`src/rtl/sensor_pkg.sv`:
```
// Shared types and default thresholds for the sensor front end.
// State encodings equal the ST codes so the registered state drives ST directly.
package sensor_pkg;

  localparam logic [1:0] ST_NORMAL = 2'b00;
  localparam logic [1:0] ST_COLD   = 2'b01;
  localparam logic [1:0] ST_HOT    = 2'b11;

  typedef enum logic [1:0] {
    T_NORMAL = ST_NORMAL,
    T_COLD   = ST_COLD,
    T_HOT    = ST_HOT
  } temp_state_e;

  localparam int         DEF_DEBOUNCE_CYCLES = 4;
  localparam logic [7:0] DEF_COLD_ON         = 8'd15;
  localparam logic [7:0] DEF_COLD_OFF        = 8'd18;
  localparam logic [7:0] DEF_HOT_OFF         = 8'd26;
  localparam logic [7:0] DEF_HOT_ON          = 8'd30;
  localparam int         DEF_TEMP_TIMEOUT    = 1000;

endpackage

```
`src/rtl/sensor_debounce.sv`:
```
// Two-flop synchronizer followed by a stability counter for one raw contact.
// The output flips only after DEBOUNCE_CYCLES consecutive disagreeing samples.
module sensor_debounce
  import sensor_pkg::*;
#(
  parameter int DEBOUNCE_CYCLES = DEF_DEBOUNCE_CYCLES
) (
  input  logic clk,
  input  logic rst,
  input  logic raw_i,
  output logic level_o
);

  localparam int CW = (DEBOUNCE_CYCLES < 2) ? 1 : $clog2(DEBOUNCE_CYCLES);

  logic          sync1_q, sync2_q;
  logic          level_q, level_d;
  logic [CW-1:0] cnt_q, cnt_d;

  // Any cycle where the synchronized input agrees with the output restarts the count.
  always_comb begin
    cnt_d   = '0;
    level_d = level_q;
    if (sync2_q != level_q) begin
      if (cnt_q == CW'(DEBOUNCE_CYCLES - 1)) begin
        level_d = sync2_q;
      end else begin
        cnt_d = cnt_q + 1'b1;
      end
    end
  end

  always_ff @(posedge clk) begin
    if (!rst) begin
      sync1_q <= 1'b0;
      sync2_q <= 1'b0;
      level_q <= 1'b0;
      cnt_q   <= '0;
    end else begin
      sync1_q <= raw_i;
      sync2_q <= sync1_q;
      level_q <= level_d;
      cnt_q   <= cnt_d;
    end
  end

  assign level_o = level_q;

endmodule

```
`src/rtl/sensor_frontend.sv`:
```
// Sensor front end: debounced contacts, hysteretic temperature code with feed
// timeout, and a one-cycle pulse whenever any controller-facing output changes.
module sensor_frontend
  import sensor_pkg::*;
#(
  parameter int         DEBOUNCE_CYCLES = DEF_DEBOUNCE_CYCLES,
  parameter logic [7:0] COLD_ON         = DEF_COLD_ON,
  parameter logic [7:0] COLD_OFF        = DEF_COLD_OFF,
  parameter logic [7:0] HOT_OFF         = DEF_HOT_OFF,
  parameter logic [7:0] HOT_ON          = DEF_HOT_ON,
  parameter int         TEMP_TIMEOUT    = DEF_TEMP_TIMEOUT
) (
  input  logic       clk,
  input  logic       rst,
  input  logic       sfd_raw,
  input  logic       srd_raw,
  input  logic       sw_raw,
  input  logic       sfa_raw,
  input  logic [7:0] temp_in,
  input  logic       temp_valid,
  output logic       SFD,
  output logic       SRD,
  output logic       SW,
  output logic       SFA,
  output logic [1:0] ST,
  output logic       temp_fault,
  output logic       sensor_changed
);

  if (!(COLD_ON < COLD_OFF && COLD_OFF <= HOT_OFF && HOT_OFF < HOT_ON &&
        DEBOUNCE_CYCLES >= 1 && TEMP_TIMEOUT >= 1)) begin : g_bad_params
    $error("sensor_frontend: illegal threshold or debounce parameters");
  end

  localparam int TW = $clog2(TEMP_TIMEOUT + 1);

  logic [3:0] raw_vec;
  logic [3:0] level_vec;

  assign raw_vec = {sfd_raw, srd_raw, sw_raw, sfa_raw};

  for (genvar gi = 0; gi < 4; gi++) begin : g_contact
    sensor_debounce #(
      .DEBOUNCE_CYCLES(DEBOUNCE_CYCLES)
    ) u_debounce (
      .clk    (clk),
      .rst    (rst),
      .raw_i  (raw_vec[gi]),
      .level_o(level_vec[gi])
    );
  end

  assign {SFD, SRD, SW, SFA} = level_vec;

  temp_state_e   state_q, state_d;
  logic [TW-1:0] to_cnt_q, to_cnt_d;
  logic          fault_q, fault_d;

  always_comb begin
    state_d  = state_q;
    to_cnt_d = to_cnt_q;
    fault_d  = fault_q;
    if (temp_valid) begin
      to_cnt_d = '0;
      fault_d  = 1'b0;
      // While faulted the state is already T_NORMAL, so evaluation starts there.
      unique case (state_q)
        T_NORMAL: begin
          if (temp_in <= COLD_ON)     state_d = T_COLD;
          else if (temp_in >= HOT_ON) state_d = T_HOT;
        end
        T_COLD: begin
          if (temp_in >= HOT_ON)        state_d = T_HOT;
          else if (temp_in >= COLD_OFF) state_d = T_NORMAL;
        end
        T_HOT: begin
          if (temp_in <= COLD_ON)      state_d = T_COLD;
          else if (temp_in <= HOT_OFF) state_d = T_NORMAL;
        end
        default: state_d = T_NORMAL;
      endcase
    end else if (to_cnt_q != TW'(TEMP_TIMEOUT)) begin
      to_cnt_d = to_cnt_q + 1'b1;
      if (to_cnt_q == TW'(TEMP_TIMEOUT - 1)) begin
        fault_d = 1'b1;
        state_d = T_NORMAL;
      end
    end
  end

  logic [5:0] outs_now;
  logic [5:0] outs_prev_q;
  logic       changed_q;

  assign outs_now = {SFD, SRD, SW, SFA, ST};

  always_ff @(posedge clk) begin
    if (!rst) begin
      state_q     <= T_NORMAL;
      to_cnt_q    <= '0;
      fault_q     <= 1'b0;
      outs_prev_q <= '0;
      changed_q   <= 1'b0;
    end else begin
      state_q     <= state_d;
      to_cnt_q    <= to_cnt_d;
      fault_q     <= fault_d;
      outs_prev_q <= outs_now;
      changed_q   <= (outs_now != outs_prev_q);
    end
  end

  assign ST             = state_q;
  assign temp_fault     = fault_q;
  assign sensor_changed = changed_q;

endmodule

```
`config.mk`:
```
export PLATFORM = sky130hd
export DESIGN_NAME = sensor_frontend
export DESIGN_NICKNAME = d
export VERILOG_FILES = /design/src/rtl/sensor_pkg.sv /design/src/rtl/sensor_debounce.sv /design/src/rtl/sensor_frontend.sv
export SDC_FILE = /design/constraint.sdc
export NUM_CORES = 1
export LEC_CHECK = 0
export ABC_AREA = 1
export CAP_MARGIN = 20
export CORE_ASPECT_RATIO = 0.7
export CORE_MARGIN = 10
export CORE_UTILIZATION = 58
export DETAILED_ROUTE_END_ITERATION = 12
export GPL_ROUTABILITY_DRIVEN = 1
export PLACE_DENSITY = 0.86
export SLEW_MARGIN = 10
export SYNTH_ARGS = -nofsm -noshare
export SYNTH_HDL_FRONTEND = slang
export SYNTH_HIERARCHICAL = 1
export SYNTH_SLANG_ARGS = --single-unit
```
`constraint.sdc`:
```
create_clock -name clk -period 2.1 [get_ports clk]
set_input_delay 0.315 -clock clk [delete_from_list [all_inputs] [get_ports clk]]
set_output_delay 0.315 -clock clk [all_outputs]
set_load 0.02 [all_outputs]
```
==> qor.yml <==
sta:
  tightest_slew_ns: 0.2622
  hold_viol: 0
  fin_worst_skew_ns: 0.003298
  slew_violations: 0
  fin_ws_ns: 0.4060
  slew-limit-headroom: 0.8250
  grt_setup_unrepaired: "false"
  setup_violations: 0
  final.setup.tns_ns: 0
  whs_ns: 0.4195
  min_period_ns: 1.694
  min_period_over_period: 0.8066
  fmax_ghz: 0.5903
grt:
  grtUsageMet2: 0.1838
  grt.total_usage: 0.1187
  grt_pass1_wl_um: 5713
  use_met1: 0.1466
  use_met3: 0.03888
  antenna_found_initial: 0
  grt_pass1_vias: 1375
  top_usage_layer: "met2"
  grt-ovfl-total: 0
  grt_start_max_net_pins: 24
critical_path:
  r2r_cells: 6
  cpLargestDelayFamily: "buffers and inverters"
  crit_end: "ST[1]"
  crit_arrival_ns: 1.38
  critPathRequiredTime_ns: 1.78
  cp_max_fo: 6
  reg2reg_slack_ns: 0.61
  critPathKind: "flip-flop to output pin"
  cp.depth: 1
  max_stage_delay_ns: 0.65
  end_kind: "output pin"
  r2r-end: "to_cnt_q[8]"
  crit_path_start: "ST[1]"
  r2r_start: "to_cnt_q[1]"
  start_kind: "flip-flop"
  crit_buf_inv: 1
  crit_chain: "clkdlybuf4s50_1"
  crit_slowest_cell: "clkdlybuf4s50_1"
synthesis:
  yosysSeqAreaShare: 0.4457
  yosysWarnings: 6
  yosysTopAreaCellShare: 0.4457
  synth.largest_area_cell: "dfxtp_1"
  synth.area.top_cells: "dfxtp_1, nand2_1, inv_1"
  syn-num-nets: 260
  synth.cell_area_mm2: 0.001797
  ys_ff_latch: 40
  avgSynthCellArea_um2: 7.518
  synth.distinct_cells: 27
  syn_inst: 239
route:
  wirelength_um: 3247
  via_count: 1433
  firstDrtPassIters: 4
  drc: 0
  vias_per_cell: 4.698
  wl_per_cell_um: 10.65
  ant_nets: 0
  drtIter0Drc: 68
run:
  cap_violations: 0
floorplan:
  fp.coreArea_mm2: 0.002883
  dieArea_mm2: 0.005760
  io_pins: 23
  rows: 16
  start_util: 0.6233
  die_h_um: 66.57
  die_x_um: 86.53
placed_design:
  routabilityCongestion: 0.8561
  dp_slack_ns: 0.5179
  port_buffers: 22
  dp_hpwl_um: 2421
  placed_cell_area_mm2: 0.002064
cts:
  postCtsSetupBuffers: 0
  hold_buffers: 0
  cts_resized: 0
  clock-root-buffer: "clkbuf_8"
  cts_tree: "yes"
  clk_latency_ns: 0.28
  clockBufferDepth: 2
  cts_sinks: 40
  path_clk_slew_ns: 0.07
  htreeDepth: 2
  cts_buffers: 5
power_and_ir_drop:
  fin_total_pwr_mw: 1.631
  peakVddDrop_mv: 0.4936
  p_leak_nw: 1.067
  powerDensity_mw_per_mm2: 744.4
finish:
  syn_to_final_growth_pct: 21.94
  fin_area_mm2: 0.002191
  fillers: 217
  nNetsFinal: 289
  n_antenna_cell: 0
  drive_above_1_share: 0.1115
run_status:
  status: "finished, final reports clean"
worst_hold_path:
  hp-class: "flip-flop to flip-flop"
  hold_start: "g_contact[2].u_debounce/sync1_q"
metal layers:
layer  part of all wire  vias up
met2               0.43       38
met5                  0        -
met1               0.50      608
met4             0.0052        0
li1                   -      785
met3              0.064        2
per-stage QoR:
stage          utilization  std cells
2_1_floorplan            -        239
3_3_place_gp        0.7161        297
3_5_place_dp        0.7161        297
4_1_cts             0.7600        305
5_1_grt             0.7600        305
6_report            0.7600        305
worst min path at each step:
stage,to,slack (ns),cells after the start
2_1_floorplan,g_contact[0].u_debounce/sync2_q,0.39,2
3_3_place_gp,g_contact[2].u_debounce/sync2_q,0.39,2
3_5_place_dp,g_contact[2].u_debounce/sync2_q,0.40,2
4_1_cts,g_contact[2].u_debounce/sync2_q,0.42,2
5_1_grt,g_contact[0].u_debounce/cnt_q[0],0.43,1
6_report,g_contact[2].u_debounce/sync2_q,0.42,2
synth_stat cells, drive strengths merged:
cell type  number
nand2          55
o21ai           9
nand4           5
nand3          10
inv            51
dfxtp          40
nand3b          1
o31ai           1
xor2            5
nor3b           1
buf             1
or2             1
o21a            2
a21oi          14
nor3            3
nor2           32
xnor2           2
ha              6
power breakdown:
group | total, mW | leakage (nW) | switching (mW) | internal [mW]
combinational | 0.162 | 0.677 | 0.0853 | 0.0763
clock | 0.669 | 0.0645 | 0.249 | 0.419
sequential | 0.801 | 0.325 | 0.0184 | 0.782
total | 1.63 | 1.07 | 0.353 | 1.28
registers in the layout (all words and copies together) (netlist names):
register	flops
ST	2
g_contact.u_debounce/level_o	4
sensor_changed	1
g_contact.u_debounce/sync2_q	4
outs_prev_q	6
g_contact.u_debounce/sync1_q	4
to_cnt_q	10
temp_fault	1
g_contact.u_debounce/cnt_q	8
area by class of cell:
class                   count  area (um^2)  share of cell area
inverters                  51        191.4             0.08738
flip-flops and latches     40        800.8              0.3655
clock buffers               7        96.34             0.04397
multi-input cells         147        799.5              0.3649
repair buffers             23        227.7              0.1039
clock inverters             1        30.03             0.01371
well taps                  36        45.04             0.02056
logic make-up (layout without fill, tap and decap cells):
| group | count (synthesis) | in the layout | synth area share |
|---|---|---|---|
| compound gates | 26 | 26 | 0.07660 |
| xor+xnor | 7 | 7 | 0.03412 |
| fa+ha+maj | 6 | 6 | 0.04178 |
| buf+inv | 52 | 82 | 0.1093 |
| flops | 40 | 40 | 0.4457 |
| simple gates | 108 | 108 | 0.2925 |
placed cells by master, fill, tap and decap left out, types with 2 or more instances in the layout:
| master | n |
|---|---|
| nand2_1 | 53 |
| inv_1 | 47 |
| dfxtp_1 | 40 |
| nor2_1 | 25 |
| clkdlybuf4s50_1 | 22 |
| a21oi_1 | 14 |
| o21ai_0 | 8 |
| clkbuf_8 | 7 |
| nor2_2 | 6 |
| ha_1 | 6 |
| nand3_1 | 5 |
| nand4_1 | 5 |
| xor2_1 | 5 |
| inv_2 | 4 |
| nand3_2 | 4 |
| nand2_2 | 2 |
| o21a_1 | 2 |
| xnor2_1 | 2 |
Power figures use the tool's default switching activity.
